==> src/rtl/ifu_if.sv <==
// Fetch unit bus bundle: execute-stage npc return, instruction memory request/response
// and decoder output channels.
interface ifu_if;
   logic        npc_valid_i;
   logic [31:0] npc_i;
   logic        npc_ready_o;

   logic        imem_req_valid_o;
   logic        imem_req_ready_i;
   logic [31:0] imem_addr_o;
   logic        imem_rsp_valid_i;
   logic [31:0] imem_rsp_data_i;
   logic        imem_rsp_err_i;

   logic        inst_valid_o;
   logic        inst_ready_i;
   logic [31:0] inst_o;
   logic [31:0] pc_o;
   logic        fetch_err_o;

   modport master (
      input  npc_valid_i, npc_i,
      output npc_ready_o,
      output imem_req_valid_o, imem_addr_o,
      input  imem_req_ready_i, imem_rsp_valid_i, imem_rsp_data_i, imem_rsp_err_i,
      output inst_valid_o, inst_o, pc_o, fetch_err_o,
      input  inst_ready_i
   );

   modport slave (
      output npc_valid_i, npc_i,
      input  npc_ready_o,
      input  imem_req_valid_o, imem_addr_o,
      output imem_req_ready_i, imem_rsp_valid_i, imem_rsp_data_i, imem_rsp_err_i,
      input  inst_valid_o, inst_o, pc_o, fetch_err_o,
      output inst_ready_i
   );
endinterface

==> src/rtl/ifu.sv <==
// Non-pipelined instruction fetch unit: one instruction in flight from fetch request
// until the execute stage returns its next PC.
module ifu #(
   parameter logic [31:0] RESET_PC = 32'h8000_0000,
   parameter logic [15:0] TIMEOUT  = 16'd1023
) (
   input  logic  clk_i,
   input  logic  rst_i,
   ifu_if.master bus
);
   localparam int unsigned XLEN = 32;
   localparam int unsigned TW   = 16;

   typedef enum logic [2:0] {IDLE, REQ, WAIT, OUT, NPC} state_e;

   state_e          state_q, state_d;
   logic [XLEN-1:0] pc_q, pc_d;
   logic [XLEN-1:0] inst_q, inst_d;
   logic            err_q, err_d;
   logic [TW-1:0]   tmo_q, tmo_d;
   logic            req_valid_q, inst_valid_q, npc_ready_q;
   logic            tmo_hit;

   // Zero TIMEOUT disables the watchdog entirely.
   assign tmo_hit = (TIMEOUT != TW'(0)) && (tmo_q == TIMEOUT - TW'(1));

   always_comb begin
      state_d = state_q;
      pc_d    = pc_q;
      inst_d  = inst_q;
      err_d   = err_q;
      tmo_d   = tmo_q;
      unique case (state_q)
         IDLE: state_d = REQ;
         REQ: begin
            // A misaligned PC is reported as a faulting instruction without touching memory.
            if (pc_q[1:0] != 2'b00) begin
               inst_d  = '0;
               err_d   = 1'b1;
               state_d = OUT;
            end else if (bus.imem_req_ready_i) begin
               tmo_d   = '0;
               state_d = WAIT;
            end
         end
         WAIT: begin
            // A response landing on the timeout cycle takes priority over the timeout.
            if (bus.imem_rsp_valid_i) begin
               inst_d  = bus.imem_rsp_data_i;
               err_d   = bus.imem_rsp_err_i;
               state_d = OUT;
            end else begin
               tmo_d = tmo_q + TW'(1);
               if (tmo_hit) begin
                  inst_d  = '0;
                  err_d   = 1'b1;
                  state_d = OUT;
               end
            end
         end
         OUT: begin
            if (bus.inst_ready_i) state_d = NPC;
         end
         NPC: begin
            if (bus.npc_valid_i) begin
               pc_d    = bus.npc_i;
               err_d   = 1'b0;
               state_d = REQ;
            end
         end
         default: state_d = IDLE;
      endcase
   end

   // Handshake outputs are registered from the next state so they track the state exactly.
   always_ff @(posedge clk_i) begin
      if (rst_i) begin
         state_q      <= IDLE;
         pc_q         <= RESET_PC;
         inst_q       <= '0;
         err_q        <= 1'b0;
         tmo_q        <= '0;
         req_valid_q  <= 1'b0;
         inst_valid_q <= 1'b0;
         npc_ready_q  <= 1'b0;
      end else begin
         state_q      <= state_d;
         pc_q         <= pc_d;
         inst_q       <= inst_d;
         err_q        <= err_d;
         tmo_q        <= tmo_d;
         req_valid_q  <= (state_d == REQ) && (pc_d[1:0] == 2'b00);
         inst_valid_q <= (state_d == OUT);
         npc_ready_q  <= (state_d == NPC);
      end
   end

   assign bus.imem_req_valid_o = req_valid_q;
   assign bus.imem_addr_o      = pc_q;
   assign bus.inst_valid_o     = inst_valid_q;
   assign bus.inst_o           = inst_q;
   assign bus.pc_o             = pc_q;
   assign bus.fetch_err_o      = err_q;
   assign bus.npc_ready_o      = npc_ready_q;
endmodule

==> src/flat_wrapper.sv <==
// flat-port wrapper written by rule: the top's interface ports become plain ports
module ifu_flat 
#(
   parameter logic [31:0] RESET_PC = 32'h8000_0000,
   parameter logic [15:0] TIMEOUT  = 16'd1023
)
  (clk_i, rst_i, bus_npc_valid_i, bus_npc_i, bus_npc_ready_o, bus_imem_req_valid_o, bus_imem_addr_o, bus_imem_req_ready_i, bus_imem_rsp_valid_i, bus_imem_rsp_data_i, bus_imem_rsp_err_i, bus_inst_valid_o, bus_inst_o, bus_pc_o, bus_fetch_err_o, bus_inst_ready_i);
  ifu_if bus_i ();
  input  logic clk_i;
  input  logic rst_i;
  input wire logic [$bits(bus_i.npc_valid_i)-1:0] bus_npc_valid_i;
  input wire logic [$bits(bus_i.npc_i)-1:0] bus_npc_i;
  output wire logic [$bits(bus_i.npc_ready_o)-1:0] bus_npc_ready_o;
  output wire logic [$bits(bus_i.imem_req_valid_o)-1:0] bus_imem_req_valid_o;
  output wire logic [$bits(bus_i.imem_addr_o)-1:0] bus_imem_addr_o;
  input wire logic [$bits(bus_i.imem_req_ready_i)-1:0] bus_imem_req_ready_i;
  input wire logic [$bits(bus_i.imem_rsp_valid_i)-1:0] bus_imem_rsp_valid_i;
  input wire logic [$bits(bus_i.imem_rsp_data_i)-1:0] bus_imem_rsp_data_i;
  input wire logic [$bits(bus_i.imem_rsp_err_i)-1:0] bus_imem_rsp_err_i;
  output wire logic [$bits(bus_i.inst_valid_o)-1:0] bus_inst_valid_o;
  output wire logic [$bits(bus_i.inst_o)-1:0] bus_inst_o;
  output wire logic [$bits(bus_i.pc_o)-1:0] bus_pc_o;
  output wire logic [$bits(bus_i.fetch_err_o)-1:0] bus_fetch_err_o;
  input wire logic [$bits(bus_i.inst_ready_i)-1:0] bus_inst_ready_i;
  assign bus_i.npc_valid_i = bus_npc_valid_i;
  assign bus_i.npc_i = bus_npc_i;
  assign bus_npc_ready_o = bus_i.npc_ready_o;
  assign bus_imem_req_valid_o = bus_i.imem_req_valid_o;
  assign bus_imem_addr_o = bus_i.imem_addr_o;
  assign bus_i.imem_req_ready_i = bus_imem_req_ready_i;
  assign bus_i.imem_rsp_valid_i = bus_imem_rsp_valid_i;
  assign bus_i.imem_rsp_data_i = bus_imem_rsp_data_i;
  assign bus_i.imem_rsp_err_i = bus_imem_rsp_err_i;
  assign bus_inst_valid_o = bus_i.inst_valid_o;
  assign bus_inst_o = bus_i.inst_o;
  assign bus_pc_o = bus_i.pc_o;
  assign bus_fetch_err_o = bus_i.fetch_err_o;
  assign bus_i.inst_ready_i = bus_inst_ready_i;
  ifu #(.RESET_PC(RESET_PC), .TIMEOUT(TIMEOUT)) u_core (.clk_i(clk_i), .rst_i(rst_i), .bus(bus_i));
endmodule
==> config.mk <==
export PLATFORM = sky130hd
export DESIGN_NAME = ifu_flat
export DESIGN_NICKNAME = d
export VERILOG_FILES = /design/src/rtl/ifu_if.sv /design/src/rtl/ifu.sv /design/src/flat_wrapper.sv
export SDC_FILE = /design/constraint.sdc
export NUM_CORES = 1
export LEC_CHECK = 0
export CORE_MARGIN = 2
export CORE_UTILIZATION = 46
export DETAILED_ROUTE_END_ITERATION = 7
export PLACE_DENSITY = 0.86
export SLEW_MARGIN = 25
export SYNTH_ARGS = -nofsm -noshare
export SYNTH_HDL_FRONTEND = slang
export SYNTH_SLANG_ARGS = --single-unit
==> constraint.sdc <==
create_clock -name clk_i -period 4.3 [get_ports clk_i]
set_input_delay 0.86 -clock clk_i [delete_from_list [all_inputs] [get_ports clk_i]]
set_output_delay 0.86 -clock clk_i [all_outputs]
set_load 0.02 [all_outputs]
==> key figures <==
Synthesis
  • Cell type with the largest total area after synthesis: dfxtp_1
  • Mapped Cells: approximately 470
  • YS warnings: 0
  • Post-synthesis register bit count: 87
  • Distinct cell type count after synthesis: 45
  • Post-synth EDFFs: 0
  • Cell area after synthesis: 0.00399 sq mm
  • Top_reg_cell synth: dfxtp_1
  • Top cells by area, synth: dfxtp_1, nand2_1, a32oi_1, o31ai_1, buf_4
  • Commonest cells in the netlist: nand2_1, dfxtp_1, a21oi_1
  • Post-synthesis sequential area ratio: a little over two fifths
  • Avg Inst Size Synth: 8.44 sq um
  • Top-area cell type share of the netlist area: 43.6%
  • Post-Synthesis Net Count: 546
  • Fraction of registers with async set or reset after synthesis: 0%
  • Top-count cell post-synth: nand2_1

Clock tree
  • Clk buf depth: 2
  • Sink Count: 87
  • CTS tree: built
  • Root Driver: clkbuf_8
  • Post-CTS setup buffers: 0
  • Reg clk slew, reported paths: 0.08 ns
  • H-Tree Depth: 3
  • CTS resizes: 0
  • Hold-fix buffers, CTS: 0
  • Clock latency on the worst-skew pair: about 0.36 ns
  • CTS buffer count: 9

Route
  • Vias: 3952
  • Routed vias/inst: ~5.6
  • DR pass1 iterations: 5
  • Routed Wire Length: 10800 um
  • DRC: 0
  • Initial DRC count: 162
  • Routed wire per std cell: 15.4 um
  • Final ANT Viol Nets: 0

Power
  • Switching portion of total power: 24.3%
  • Peak supply drop: ~0.21 mV
  • Power share of the clock group: 38.5%
  • Pwr dens: between 300 and 400 mW/mm^2
  • Internal power: 1.35 mW
  • Combinational share of power: 13.7%
  • Lkg Pwr: 1.88 nW
  • Switching power: 433 uW
  • Sequential Power Share: 47.7%
  • Total power: approximately 1.8 mW

Finish
  • ANT cells: 0
  • Fillers: 639
  • Design area: 0.00576 sq mm
  • Nets@finish: around 660
  • Area Overhead vs Synth: 44.3%
  • Fraction of layout cells with a size suffix above 1: 5.20%
  • Layout Utilization: 69.4%

Global route
  • Global routing usage on met1: 27.9%
  • Vias in the first global route: 3604
  • GRT busiest layer: met2
  • First-pass GRT wire length: 17600 um
  • Largest net degree at the start of global routing: 67
  • Initial antenna violation count: 0
  • M3 GR Usage: 5.76%
  • GRT overflow: 0
  • Met2 Usage GRT: 36.4%
  • GRT Util Overall: 22.3%

Setup path
  • Crit Path Max Fanout: 66
  • Critical path class: in -> reg
  • Crit end category: register
  • RR Endpoint: u_core.tmo_q[12]$_SDFFE_PP0P_
  • Crit Reg-Reg Startpoint: u_core.state_q[0]$_SDFF_PP0_
  • R2R depth: 4
  • Crit start category: primary input
  • CP Data Arrival Time: 3.47 ns
  • Critical path required time: 4.53 ns
  • Register-to-register setup slack: 2.02 ns

Hold path
  • Worst Hold Depth: 2
  • Hold crit path type: reg -> reg
  • Hold Crit Start: u_core.bus.inst_o[26]$_SDFFE_PP0P_
  • Min-Delay Endpoint: u_core.bus.inst_o[26]$_SDFFE_PP0P_

Floorplan
  • Core area: 0.00830 sq mm
  • Initial Utilization: 48.1%
  • Die X: roughly 97 um
  • FP Rows: 33
  • Top-Level Pins: between 150 and 200
  • Die area: 0.00944 sq mm
  • Height of the die: 97.2 um

Status
  • Status: completed

Place
  • Worst slack at placement: about 0.96 ns
  • RD Place Congestion: ~0.84
  • Dpl cell area: 0.00551 sq mm
  • Final HPWL DP: just under 8000 um
  • IO buf count: 170

Run
  • Number of max-cap violations: 0

Timing
  • Final Max Tran Viols: 0
  • Final Setup Violations: 0
  • Layout Skew: approximately 0.012 ns
  • Fin. Hold Viols: 0
  • Worst slew pin tran: 0.912 ns
  • Final worst path period share: between 70% and 80%
  • RSZ-0062 raised after global routing: no
  • Max Freq: just over 300 MHz
  • Setup TNS: 0 ns
  • Rel. slew slack: ~40%
  • Final WS setup: 1.06 ns
  • Final critical-path required period: 3.24 ns
[logic make-up after synthesis]
family                     count (synthesis)  share of synthesized area (%)
and+or+nand+nor                          170                           20.9
adders and majority gates                  2                          0.627
xor gates and xnor gates                   3                          0.658
buffers and inverters                     73                           10.1
DFF                                       87                           43.6
muxes                                      3                          0.752
AOI/OAI and AO/OA                        135                           23.3
[registers in the layout, indices dropped and copies added (netlist names)]
register and count:
u_core.bus.imem_addr_o 32, u_core.bus.inst_o 32, u_core.tmo_q 16, u_core.state_q 3
u_core.bus.fetch_err_o 1, u_core.bus.imem_req_valid_o 1, u_core.bus.inst_valid_o 1, u_core.bus.npc_ready_o 1
[worst max-delay path: stages]
cell             delay, ns
clkdlybuf4s50_1       1.07
clkinv_2              0.91
a32oi_1               0.50
o31ai_1               0.11
[cell usage in the layout (no fill, tap or decap), drive strengths merged, types with 3 or more instances in the layout]
master / n
buf: 6
clkdlybuf4s50: 170
nand3: 7
nor2: 5
dfxtp: 87
mux2i: 3
or3: 3
o21ai: 7
o31ai: 36
nand4: 6
o31a: 3
or4: 8
clkbuf: 11
nor3b: 3
a21oi: 46
nor4b: 4
nor3: 4
o211ai: 4
nand2b: 7
a32oi: 32
inv: 4
bufinv: 3
nand2: 110
[stage by stage]
| step | hold slack [ns] | std cells |
|---|---|---|
| after floorplan | 0.446 | 473 |
| after global placement | 0.455 | 685 |
| after detailed placement | 0.464 | 685 |
| after CTS | 0.475 | 701 |
| after global routing | 0.493 | 701 |
| final | 0.473 | 701 |
[power groups by stage]
stage / registers, mW / logic [mW] / clock network, mW
2_1_floorplan: 0.876 / 0.107 / 0
3_3_place_gp: 0.866 / 0.239 / 0
3_5_place_dp: 0.867 / 0.243 / 0
4_1_cts: 0.848 / 0.244 / 0.697
5_1_grt: 0.852 / 0.265 / 0.730
6_report: 0.849 / 0.244 / 0.685
[per-layer routing]
layer  part of all wire (%)  vias to the layer above
met1                     42                     1839
met5                      0                        -
li1                       -                     1922
met2                     48                      168
met4                    2.4                        0
met3                    7.4                       23
[how the worst max path moves through the flow]
stage,start,end,slack [ns],cells past startpoint
finish,rst_i,u_core.bus.inst_o[25]$_SDFFE_PP0P_,1.06,4
global route,rst_i,u_core.bus.inst_o[10]$_SDFFE_PP0P_,0.83,4
CTS,rst_i,u_core.bus.inst_valid_o$_SDFF_PP0_,1.34,4
detailed placement,rst_i,u_core.bus.inst_valid_o$_SDFF_PP0_,0.96,4
global placement,rst_i,u_core.bus.inst_valid_o$_SDFF_PP0_,1.06,4
floorplan,bus_imem_rsp_valid_i,u_core.tmo_q[11]$_SDFFE_PP0P_,2.30,4
[final cells by class]
type | instances | area [sq um] | share of cell area [%]
Clock buffer | 11 | 141 | 2.45
Timing Repair Buffer | 176 | 1750 | 30.3
Clock inverter | 5 | 104 | 1.80
Inverter | 4 | 16.3 | 0.282
Multi-Input combinational cell | 313 | 1880 | 32.7
Tap cell | 105 | 131 | 2.28
Sequential cell | 87 | 1740 | 30.2
Note: power is estimated with default switching activity, not from simulation.
